**config.mk**
```make
export PLATFORM = sky130hd
export DESIGN_NAME = fetch_stage
export DESIGN_NICKNAME = d
export VERILOG_FILES = /design/src/rtl/fetch_stage.sv
export SDC_FILE = /design/constraint.sdc
export NUM_CORES = 1
export LEC_CHECK = 0
export CAP_MARGIN = 30
export CORE_MARGIN = 4
export CORE_UTILIZATION = 44
export DETAILED_ROUTE_END_ITERATION = 10
export GPL_ROUTABILITY_DRIVEN = 0
export HOLD_SLACK_MARGIN = 0.15
export PLACE_DENSITY_LB_ADDON = 0.05
export SYNTH_ARGS = -nofsm -noshare
export SYNTH_HDL_FRONTEND = slang
export SYNTH_SLANG_ARGS = --single-unit
```
**constraint.sdc**
```tcl
create_clock -name clk -period 2.4 [get_ports clk]
set_input_delay 0.24 -clock clk [delete_from_list [all_inputs] [get_ports clk]]
set_output_delay 0.24 -clock clk [all_outputs]
set_load 0.02 [all_outputs]
```
**src/rtl/fetch_stage.sv**
```systemverilog
// -----------------------------------------------------------------------------
// fetch_stage
//   Instruction-fetch stage: PC register, instruction-memory address drive and
//   the IF/ID pipeline register. Honours the hazard unit's pc_stall / nop
//   controls and the execute-stage redirect. A small RUN/HALTED FSM stops fetch
//   once a HALT word has been fetched until a redirect or reset arrives.
//
// Ports
//   clk          in   1   clock, all state on rising edge
//   rst          in   1   asynchronous active-low reset
//   imem_addr    out  16  instruction-memory address (= PC register)
//   imem_data    in   16  instruction word at imem_addr (async read)
//   pc_stall     in   1   hold PC and IF/ID
//   nop          in   1   load a bubble into IF/ID, PC holds
//   redirect_en  in   1   taken branch/jump from downstream
//   redirect_pc  in   16  redirect target
//   if_instr     out  16  IF/ID instruction
//   if_pc_plus2  out  16  IF/ID PC+2 of if_instr
//   if_valid     out  1   1 = real instruction, 0 = bubble
//   halted       out  1   FSM is in HALTED
// -----------------------------------------------------------------------------
module fetch_stage #(
  parameter logic [15:0] RESET_PC  = 16'h0000,
  parameter logic [15:0] NOP_INSTR = 16'h0800,
  parameter logic [4:0]  HALT_OPC  = 5'b00000
) (
  input  logic        clk,
  input  logic        rst,
  output logic [15:0] imem_addr,
  input  logic [15:0] imem_data,
  input  logic        pc_stall,
  input  logic        nop,
  input  logic        redirect_en,
  input  logic [15:0] redirect_pc,
  output logic [15:0] if_instr,
  output logic [15:0] if_pc_plus2,
  output logic        if_valid,
  output logic        halted
);

  typedef enum logic [0:0] {
    ST_RUN    = 1'b0,
    ST_HALTED = 1'b1
  } state_e;

  state_e      state_q, state_d;
  logic [15:0] pc_q, pc_d;
  logic [15:0] instr_q, instr_d;
  logic [15:0] pcp2_q, pcp2_d;
  logic        valid_q, valid_d;
  logic [15:0] pc_plus2_s;

  // 16-bit wrap-around increment; FFFE + 2 = 0000 with the carry dropped.
  assign pc_plus2_s = pc_q + 16'd2;

  // Next-state selection in fixed priority: redirect, halted, stall, nop, advance.
  always_comb begin
    state_d = state_q;
    pc_d    = pc_q;
    instr_d = instr_q;
    pcp2_d  = pcp2_q;
    valid_d = valid_q;
    if (redirect_en) begin
      // Redirect wins over everything, including HALTED: the HALT was speculative.
      pc_d    = redirect_pc;
      instr_d = NOP_INSTR;
      valid_d = 1'b0;
      state_d = ST_RUN;
    end else if (state_q == ST_HALTED) begin
      instr_d = NOP_INSTR;
      valid_d = 1'b0;
    end else if (pc_stall) begin
      // Full hold: nop is ignored while stalled.
      instr_d = instr_q;
    end else if (nop) begin
      // PC holds so the same address is refetched after the bubble.
      instr_d = NOP_INSTR;
      valid_d = 1'b0;
    end else begin
      pc_d    = pc_plus2_s;
      instr_d = imem_data;
      pcp2_d  = pc_plus2_s;
      valid_d = 1'b1;
      if (imem_data[15:11] == HALT_OPC) begin
        state_d = ST_HALTED;
      end else begin
        state_d = ST_RUN;
      end
    end
  end

  // State and pipeline registers with asynchronous active-low reset.
  always_ff @(posedge clk or negedge rst) begin
    if (!rst) begin
      state_q <= ST_RUN;
      pc_q    <= RESET_PC;
      instr_q <= NOP_INSTR;
      pcp2_q  <= RESET_PC;
      valid_q <= 1'b0;
    end else begin
      state_q <= state_d;
      pc_q    <= pc_d;
      instr_q <= instr_d;
      pcp2_q  <= pcp2_d;
      valid_q <= valid_d;
    end
  end

  assign imem_addr   = pc_q;
  assign if_instr    = instr_q;
  assign if_pc_plus2 = pcp2_q;
  assign if_valid    = valid_q;
  assign halted      = (state_q == ST_HALTED);

endmodule
```
==> results.cfg <==
[yosys]
muxShareOfSynthArea = 0.0133
yosys.cell_types.count = 35
synth-xor-area-share = 0.0855
syn_area_per_cell_um2 = 10.1
synth_top_family_by_area = simple AND/OR/NAND/NOR gates
synth_cells = 233
synth_area_um2 = 2360
synth_seq_cells = 50
yosysTopAreaCell = dfrtp_1
ys_warn_count = 0
yosys.area_share.simple = 0.196
synthAdderAreaFrac = 0.00531
synth_compound_area_frac = 0.127
synth_nets = 271
synth_top_cell_area_share = 0.520
synth.area.top_cells = dfrtp_1 (52%), nand2_1 (6.2%), a22o_1 (5.6%)
synth_seq_area_share = 0.531

[clocking]
cts_htree_levels = 2
ctsLongestPathBuffers = 2
cts_resized = 0
cts_tree = done
clock_sinks = 50
clock-root-buffer = clkbuf_8
cts_made_buffers = 5
path_clk_slew_ps = 90
clock_latency_ps = 300

[timing]
slew_headroom = 0.586
setup_viol = 0
fin_crit_ps = 1970
final_max_slew_viol_count = 0
skew_ps = 5.81
fin_ws_ps = 429
rsz0062_at_grt = no
fin_crit_sh = 0.821
hold_violations = 0
max_freq_ghz = 0.507
fin_setup_tns_ps = 0
tightest_slew_ps = 621

[power_and_ir_drop]
combinationalPowerShare = 0.261
total_leakage_power_nw = 1.41
p_switching_mw = 0.628
swShare = 0.292
p_seq_frac = 0.468
peakVddDrop_mv = 0.291
pwr-share-clk = 0.270
p_per_area_nw_per_um2 = 631
p_int_mw = 1.53

[worst_setup_path]
setup.worst_path.end_class = register
required_ps = 2590
crit-reg2reg-capture = if_pc_plus2[14]$_DFFE_PN0P_
reg2reg_depth = 4
ff2ff_setup_slack_ps = 430
cp.arrival_ps = 2160
worstSetupStartpointType = register
cp_max_fo = 8
critical_path_class = register to register
r2r_start = imem_addr[3]$_DFFE_PN0P_

[run]
maxCapViolations = 0

[floorplanning]
die_x_um = 81.2
start_util = 0.459
core_area_um2 = 5140
die_h_um = 81.2
die-area_um2 = 6590
rows = 26
ioPinCount = 87

[place]
dp_hpwl_um = 4380
io_buffer_count = 86
pre_cts_ws_ps = 254

[route]
first_iter_violations = 114
via_per_inst = 5.15
routed_wl_um = 5950
drtPass1Iterations = 4
drcViolationCount = 0
vias = 2012
wl_per_cell_um = 15.2
ant_nets = 0

[grt]
grt_usage = 0.194
grt-ovfl-total = 0
grt_first_pass_wirelength_um = 9830
grt_max_degree = 51
grt_pass1_vias = 1969
antenna_found_initial = 0

[layout]
area_growth_syn_to_layout_pct = 44.8
regArea_um2 = 1250
antenna_cells = 0
fin_util = 0.664
drive_gt1_frac = 0.0779
multi_input_area_um2 = 1010
fill_cells = 456
final_nets = 358

[hold_path]
min-delay-start = if_instr[11]$_DFFE_PN1P_
whs_endpoint = if_instr[11]$_DFFE_PN1P_
min_path_cells = 2
min_path_type = register to register

[outcome]
outcome = finished, final reports clean
==> what timing repair did <==
item,4_1_cts,5_1_grt
setup buffers,0,0
hold buffers,1,0
hold endpoints to repair,49,0
==> cells in the mapped netlist <==
cell	n
buf_6	1
xor2_1	8
nand4_1	7
clkbuf_1	9
a21oi_1	2
buf_4	1
nand4_2	1
xnor2_1	15
dfstp_2	1
nand2_1	39
nor3_2	1
nor4_1	7
nand3_1	6
or4b_4	1
or4_1	4
o21ai_0	26
nor2b_1	3
or3_1	1
dfrtp_1	49
mux2_2	1
buf_2	6
and4_1	1
and2_1	1
mux2i_1	2
ha_1	1
nor2_2	1
a211o_1	1
nor2_1	5
inv_1	4
nand2b_1	1
a22o_1	15
nor3b_2	1
and3_1	2
nor3_1	7
a221o_1	2
==> worst max path at each step <==
stage                                         from                          end  slack [ps]  depth (start not counted)
after CTS                 imem_addr[3]$_DFFE_PN0P_  if_pc_plus2[14]$_DFFE_PN0P_         440                          4
after global routing      imem_addr[3]$_DFFE_PN0P_  if_pc_plus2[14]$_DFFE_PN0P_         290                          4
after global placement                         nop    imem_addr[12]$_DFFE_PN0P_         280                          4
after detailed placement                       nop    imem_addr[14]$_DFFE_PN0P_         250                          4
final                     imem_addr[3]$_DFFE_PN0P_  if_pc_plus2[14]$_DFFE_PN0P_         430                          4
after floorplan           imem_addr[5]$_DFFE_PN0P_    imem_addr[14]$_DFFE_PN0P_         500                          4
==> per-layer routing <==
layer,GRT usage,up-vias,routed length (um)
met5,0,-,0
met3,0.0410,8,338
met2,0.295,65,2830
met1,0.279,946,2710
met4,0.0574,0,74
li1,-,993,-
==> per-stage QoR <==
step | cells | power [mW] | cell area [um2] | hold slack [ps]
after floorplan | 233 | 1.28 | 2360 | -55.6
after global placement | 382 | 1.58 | 3290 | 389
after detailed placement | 382 | 1.59 | 3290 | 380
after CTS | 391 | 2.18 | 3410 | 472
after global routing | 391 | 2.28 | 3410 | 496
final | 391 | 2.15 | 3410 | 464
==> cell usage in the layout, fill, tap and decap left out, types with 2 or more instances in the layout <==
master and n:
clkdlybuf4s50_1 85, or4_1 4, nand2_1 39, nor4_1 7, a22o_1 15, clkbuf_8 5, a21oi_1 2, and3_1 2
xor2_1 8, a221o_1 2, nor3_1 7, nor2b_1 3, inv_1 4, nor2_1 5, dfrtp_1 49, xnor2_1 15
mux2i_1 2, buf_4 10, nand3_1 6, o21ai_0 26, nand4_1 7
==> power by group through the flow <==
stage | Combinational, mW | Sequential (mW) | Clock, mW
floorplan | 0.169 | 1.11 | 0
global placement | 0.560 | 1.02 | 0
detailed placement | 0.567 | 1.03 | 0
CTS | 0.571 | 1.01 | 0.599
global route | 0.610 | 1.02 | 0.645
finish | 0.563 | 1.01 | 0.583
==> registers in the layout (all words and copies together), names as in the netlist <==
signal and cells:
if_pc_plus2 16, if_instr 16, imem_addr 16, if_valid 1, halted 1
==> cells by family after synthesis <==
family          after synthesis
compound gates               46
simple gates                 89
buf+inv                      21
xor+xnor                     23
fa+ha+maj                     1
mux                           3
flops                        50
==> layout make-up <==
class / count / area share
flip-flops and latches: 50 / 0.367
multi-input cells: 162 / 0.295
repair buffers: 97 / 0.276
well taps: 70 / 0.0257
clock buffers: 6 / 0.0213
clock inverters: 2 / 0.0110
inverters: 4 / 0.00440
==> critical path, stage by stage (launching register included) <==
cell,delay (ps)
dfrtp_1,520
nand4_1,290
or4_1,580
and3_1,210
a211o_1,260
No activity file was read; power rests on OpenSTA's default activity.
